==> src/rtl/axis_fifo_pkt.sv <==
// axis_fifo_pkt: AXI-Stream FIFO with TLAST framing, any-depth storage, occupancy/packet counts,
// almost-full/almost-empty flags and an optional store-and-forward packet mode.
module axis_fifo_pkt #(
    parameter int DATA_WIDTH  = 32,
    parameter int DEPTH       = 40,
    parameter int AFULL_TH    = DEPTH - 2,
    parameter int AEMPTY_TH   = 2,
    parameter int PACKET_MODE = 0,
    parameter int CW          = $clog2(DEPTH + 1)
) (
    input  logic                  clk,
    input  logic                  rst,
    input  logic                  s_tvalid,
    input  logic [DATA_WIDTH-1:0] s_tdata,
    input  logic                  s_tlast,
    output logic                  s_tready,
    output logic                  m_tvalid,
    output logic [DATA_WIDTH-1:0] m_tdata,
    output logic                  m_tlast,
    input  logic                  m_tready,
    output logic [CW-1:0]         count,
    output logic                  almost_full,
    output logic                  almost_empty,
    output logic [CW-1:0]         pkt_count
);
    localparam int AW = (DEPTH > 1) ? $clog2(DEPTH) : 1;

    logic [DATA_WIDTH:0] mem [DEPTH];
    logic [AW-1:0]       wr_ptr, rd_ptr;
    logic                full, empty, wr_en, rd_en, wr_last, rd_last;

    assign full         = count == CW'(DEPTH);
    assign empty        = count == '0;
    assign s_tready     = !full;
    // In packet mode a full FIFO releases its head so oversize packets cannot deadlock
    assign m_tvalid     = !empty && (PACKET_MODE == 0 || pkt_count != '0 || full);
    assign wr_en        = s_tvalid && s_tready;
    assign rd_en        = m_tvalid && m_tready;
    assign wr_last      = wr_en && s_tlast;
    assign rd_last      = rd_en && m_tlast;
    assign {m_tlast, m_tdata} = mem[rd_ptr];
    assign almost_full  = int'(count) >= AFULL_TH;
    assign almost_empty = int'(count) <= AEMPTY_TH;

    always_ff @(posedge clk) begin
        if (wr_en) mem[wr_ptr] <= {s_tlast, s_tdata};
    end

    always_ff @(posedge clk or posedge rst) begin
        if (rst) begin
            wr_ptr    <= '0;
            rd_ptr    <= '0;
            count     <= '0;
            pkt_count <= '0;
        end else begin
            if (wr_en) wr_ptr <= (wr_ptr == AW'(DEPTH - 1)) ? '0 : wr_ptr + 1'b1;
            if (rd_en) rd_ptr <= (rd_ptr == AW'(DEPTH - 1)) ? '0 : rd_ptr + 1'b1;
            count <= count + CW'(wr_en) - CW'(rd_en);
            if (!(wr_last && !rd_last && pkt_count == CW'(DEPTH)))
                pkt_count <= pkt_count + CW'(wr_last) - CW'(rd_last);
        end
    end
endmodule

==> config.mk <==
export PLATFORM = sky130hd
export DESIGN_NAME = axis_fifo_pkt
export DESIGN_NICKNAME = d
export VERILOG_FILES = /design/src/rtl/axis_fifo_pkt.sv
export SDC_FILE = /design/constraint.sdc
export NUM_CORES = 1
export LEC_CHECK = 0
export ABC_AREA = 1
export CORE_MARGIN = 1
export CORE_UTILIZATION = 50
export DETAILED_ROUTE_END_ITERATION = 12
export HOLD_SLACK_MARGIN = 0.03
export PLACE_DENSITY_LB_ADDON = 0.15
export SLEW_MARGIN = 30
export SYNTH_ARGS = -nofsm -noshare
export SYNTH_HDL_FRONTEND = slang
export SYNTH_SLANG_ARGS = --single-unit
==> constraint.sdc <==
create_clock -name clk -period 9.7 [get_ports clk]
set_input_delay 2.425 -clock clk [delete_from_list [all_inputs] [get_ports clk]]
set_output_delay 2.425 -clock clk [all_outputs]
set_load 0.02 [all_outputs]
==> flow_summary.ini, run 1 <==
[status]
status = finished, final reports clean

[floorplan]
ioPinCount = 86
std_cell_rows = 119
start_util_pct = 50.75
die_h_um = 330.0
dieArea_um2 = 108900
core-area_um2 = 106000
fp.dieW_um = 330.0

[sta]
final.setup_skew_ns = 0.02075
finalSetupTns_ns = 0
finalCriticalPeriod_ns = 7.208
rsz0062_at_grt = false
worst_pin_slew_ns = 0.9679
setup_slack_ns = 2.492
final_max_slew_viol_count = 0
finalSetupViolCount = 0
hold_slack_ns = 0.5496
min_period_over_period_pct = 74.30
max_slew_margin_pct = 35.38
clock.fmax_mhz = 138.7
hold_violations = 0

[synthesis]
syn-num-nets = 4332
synth_area_leaders = edfxtp_1 74%, nor2_1 5.7%, o21ai_0 5.1%, nand2_1 3.9%, nand3_1 1.7%
synthCells = 4269
yosys.area.top_type_share_pct = 73.67
synth_area_leader_cell = edfxtp_1
synth_cell_types = 32
ys_seq_elements = 1344
synth-main-ff-cell = edfxtp_1
synth_edf_count = 1320
syn_avg_cell_area_um2 = 12.60
ys_seq_area_share_pct = 74.79
yosysWarnings = 0
syn-cell-area_um2 = 53810
async_flop_share_pct = 1.786

[place]
port_buffers = 85
placed_cell_area_um2 = 56220
hpwl_um = 76820
pre_cts_ws_ns = 3.248
gp_congestion = 0.7902

[clock_tree]
cts_setup_buffers = 0
cts.sinks = 1344
cts_root_buf = clkbuf_16
insertion_delay_ns = 0.75
ctsHoldBuffers = 0
cts_resized = 0
clockBufferDepth = 3
cts-buffers-inserted = 140
htree_levels = 4
tritoncts = done
cts.clk_slew.worst_paths_ns = 0.06

[pwr]
p_int_mw = 11.31
p_seq_share_pct = 38.5
p_clk_share_pct = 29.7
power.density_nw_per_um2 = 291.0
p_switching_mw = 6.355
pwr-share-comb_pct = 31.9
irDropWorstVdd_uv = 237.3
power_leakage_nw = 20.40
p_sw_share_pct = 35.98

[route]
wl_per_cell_um = 25.54
drt-met1-wl_um = 63000
drt_wl_total_um = 148900
drc = 0
via_per_inst = 5.887
detail-route-antenna-nets = 0
met2WireLength_um = 71070
met3WireLength_um = 10800
routed-via-count = 34340
top_layer_used = met5
drt-initial-drc-count = 3943
drt_pass1_iterations = 5

[final_layout]
drive_above_1_share_pct = 8.037
area_growth_pct = 12.82
final_net_count = 4400
final_cell_mix = 1320 x edfxtp_1, 781 x nor2_1, 554 x nand2_1, 546 x o21ai_0, 178 x nand3_1
design_area_um2 = 60700
diodes = 0
regArea_um2 = 40250
final_common_cell = edfxtp_1
postLayoutCoreUtil_pct = 57.26
multiInputGateArea_um2 = 12040
fill_cells = 8609

[critical_path]
worst_setup_path_endpoint = m_tdata[9]
ff2ff_setup_slack_ns = 4.43
crit_start = rd_ptr[0]
critical_path_class = register to primary output
cp.required_ns = 7.28
path_max_fanout = 66
r2r_end = pkt_count[4]
timing.rr.start = rd_ptr[1]
startpoint_type = register
ff2ff_path_depth = 18
crit_arrival_ns = 4.78
crit_path_end_kind = primary output

[grt]
grt_pass1_wl_um = 216900
grt_max_degree = 156
antenna_found_initial = 1
grt_pass1_vias = 32570
grt.overflow.total = 0
grt_use_total_pct = 27.41

[run]
maxCapViolCount = 0

[worst_hold_path]
min-delay-path-class = register to register
## cells by family after synthesis
| logic type | synth area share [%] |
|---|---|
| buffers and inverters | 3.446 |
| XOR/XNOR | 0.1302 |
| adder cells (fa/ha/maj) | 0.6325 |
| AO/OA/AOI/OAI | 8.978 |
| flip-flops | 74.79 |
| AND/OR/NAND/NOR | 12.03 |
## layout make-up
cell class | count | area share [%]
sequential | 1344 | 66.30
clock buffer | 174 | 6.307
timing repair buffer | 194 | 2.935
multi-input combinational | 2545 | 19.83
tap | 1391 | 2.867
clock inverter | 73 | 1.035
inverter | 112 | 0.7256
## power by group through the flow
stage / combinational, mW / clock, mW / sequential, mW
2_1_floorplan: 3.37 / 0 / 6.88
3_3_place_gp: 5.54 / 0 / 6.91
5_1_grt: 6.08 / 5.51 / 6.81
6_report: 5.63 / 5.24 / 6.79
3_5_place_dp: 5.60 / 0 / 6.91
4_1_cts: 5.62 / 5.29 / 6.79
## sequential cells by signal, indices dropped and copies added (netlist names)
signal,count
pkt_count,6
wr_ptr,6
count,6
mem,1320
rd_ptr,6
## metal layers
| metal | vias up | GRT usage [%] |
|---|---|---|
| li1 | 15520 | - |
| met1 | 17130 | 38.70 |
| met2 | 1455 | 44.00 |
| met3 | 236 | 4.066 |
| met4 | 2 | 8.856 |
| met5 | - | 0 |
## worst max-delay path, stage by stage (launching register included)
cell	delay [ns]
dfrtp_4	0.81
buf_4	0.55
buf_4	0.66
nor2_1	0.11
nor2_1	0.10
o21ai_0	0.10
nand2_1	0.08
nand2_1	0.05
nand2_1	0.08
inv_1	0.04
nand4_1	0.14
nand3_1	0.23
nand2_1	0.30
clkdlybuf4s50_1	0.73
## how the worst min path moves through the flow
stage | start | end | cells past startpoint
after floorplan | wr_ptr[5] | wr_ptr[5] | 2
after global placement | wr_ptr[5] | wr_ptr[5] | 2
after detailed placement | wr_ptr[5] | wr_ptr[5] | 2
after CTS | wr_ptr[5] | wr_ptr[5] | 2
after global routing | wr_ptr[4] | wr_ptr[4] | 1
final | wr_ptr[5] | wr_ptr[5] | 2
## synthesized netlist by cell type (24+ instances only)
master,n
nor2_1,824
buf_2,72
a21oi_1,75
edfxtp_1,1320
inv_1,103
o22ai_1,131
nand2_1,554
buf_6,30
o211ai_1,34
dfrtp_1,24
o21ai_0,546
o21ai_1,66
o221ai_1,32
nand4_1,59
ha_1,24
clkbuf_1,121
nand3_1,178
## stage by stage
step / cells / power (mW)
floorplan: 4269 / 10.24
global placement: 5584 / 12.44
detailed placement: 5585 / 12.51
CTS: 5832 / 17.70
global route: 5833 / 18.40
finish: 5833 / 17.66
Note: power is estimated with default switching activity, not from simulation.
==> run 2: changes to the inputs <==
==> constraint.sdc (replaced) <==
create_clock -name clk -period 7.5 [get_ports clk]
set_input_delay 1.875 -clock clk [delete_from_list [all_inputs] [get_ports clk]]
set_output_delay 1.875 -clock clk [all_outputs]
set_load 0.02 [all_outputs]
==> flow_summary.ini, run 2 (synthesis results as in run 1) <==
[status]
status = finished, final reports clean

[pwr]
power.density_nw_per_um2 = 369.2
power_leakage_nw = 20.47
irDropWorstVdd_uv = 296.1

[sta]
max_slew_margin_pct = 30.73
final_max_slew_viol_count = 0
rsz0062_at_grt = false
finalSetupViolCount = 0
finalSetupTns_ns = 0
hold_violations = 0
worst_pin_slew_ns = 1.037
final.setup_skew_ns = 0.03282
min_period_over_period_pct = 84.84
finalCriticalPeriod_ns = 6.363
clock.fmax_mhz = 157.2

[critical_path]
cp_slowest_cell = dfrtp_4
path_max_fanout = 154
crit_path_end_kind = primary output
critical_path_class = register to primary output
cp_slowest_stage_delay_ns = 0.94
startpoint_type = register
ff2ff_path_depth = 19
crit_arrival_ns = 4.49
cp.required_ns = 5.62
crit_chain = buf_12 -> o21ai_0 -> o22ai_1 -> nand2_1 -> nand4_1 -> nand3_1 -> nand2_1 -> clkdlybuf4s50_1
crit_top_cell = nand2_1

[floorplan]
dieArea_um2 = 108900
core-area_um2 = 106000
std_cell_rows = 119
ioPinCount = 86
fp.dieW_um = 330.0
start_util_pct = 50.75
die_h_um = 330.0

[final_layout]
largest_reg_flops = 1320
area_growth_pct = 13.19
postLayoutCoreUtil_pct = 57.45
largest-register = mem
final_cell_mix = 1320 x edfxtp_1, 781 x nor2_1, 554 x nand2_1, 546 x o21ai_0, 178 x nand3_1
final_net_count = 4422
drive_above_1_share_pct = 8.186
final_common_cell = edfxtp_1
layout.cells.non_filler = 5854

[route]
detail-route-antenna-nets = 0
drc = 0
via_per_inst = 5.917
drt_wl_total_um = 150200
routed-via-count = 34640
drt-initial-drc-count = 4134
wl_per_cell_um = 25.66
drt_pass1_iterations = 5

[clock_tree]
cts.clk_slew.worst_paths_ns = 0.06
cts_setup_buffers = 0
cts.sinks = 1344
htree_levels = 4
clockBufferDepth = 3
cts_resized = 0
cts-buffers-inserted = 139
tritoncts = done
ctsHoldBuffers = 0
insertion_delay_ns = 0.75
cts_root_buf = clkbuf_16

[run]
maxCapViolCount = 0

[grt]
grt_max_degree = 194
grt_use_total_pct = 27.73
grt_pass1_vias = 32100
grt.overflow.total = 0
grt_pass1_wl_um = 218600
antenna_found_initial = 3

[place]
gp_congestion = 0.7922
port_buffers = 85
place_inst = 5606
hpwl_um = 82360

[worst_hold_path]
min-delay-path-class = register to register
hold_depth = 2
run 2: changes by cell type in the layout (fill, tap and decap cells not counted), sizes merged:
cell,change
buf,+21
clkdlybuf4s50,+2
clkbuf,+5
diode,+4
clkinv,-4
bufinv,-8
clkinvlp,-2
inv,+3
run 2: critical path, delay by kind of cell, from the launching register on:
family,cells,cell delay [ns]
flip-flops,1,0.94
AO/OA/AOI/OAI,2,0.43
AND/OR/NAND/NOR,4,0.96
buffers and inverters,2,1.21
run 2: where the power goes:
part | switching, mW | internal (mW)
logic | 5.22 | 2.14
clock network | 2.79 | 3.56
registers | 0.172 | 8.59
run 2: routing by layer:
metal	track usage, %	up-vias	share of wire (%)
li1	-	15590	-
met1	39.64	17310	42
met2	43.70	1492	47
met3	4.408	248	7.5
met4	9.036	2	2.9
met5	0	-	0.0087
run 2: path summary, 6_finish.rpt:
| check | slack, ns | to | from |
|---|---|---|---|
| min in group asynchronous | 1.52 | count[0] | rst |
| worst max-delay path | 1.14 | m_tdata[7] | rd_ptr[0] |
| worst min register to register | 0.54 | wr_ptr[5] | wr_ptr[5] |
| worst min-delay path | 0.54 | wr_ptr[5] | wr_ptr[5] |
| max in group asynchronous | 5.61 | rd_ptr[0] | rst |
| worst max register to register | 2.56 | pkt_count[4] | rd_ptr[0] |
run 2: stage by stage:
step / setup WS [ns] / cell area [µm²] / power, mW / hold WS, ns
after floorplan: 3.246 / 53810 / 13.25 / 0.4920
after global placement: 1.894 / 56380 / 16.18 / 0.5211
after detailed placement: 1.934 / 56710 / 16.25 / 0.5205
after CTS: 1.134 / 60810 / 22.55 / 0.5370
after global routing: 0.9426 / 60900 / 23.43 / 0.5494
final: 1.137 / 60900 / 22.48 / 0.5374
run 2: layout make-up:
type                       count  area (µm²)
fill                        8507       45110
timing repair buffer         217        2337
antenna                        4       10.01
clock buffer                 179        3714
sequential                  1344       40250
clock inverter                62       385.4
multi-input combinational   2545       12040
inverter                     112       436.7
tap                         1391        1740
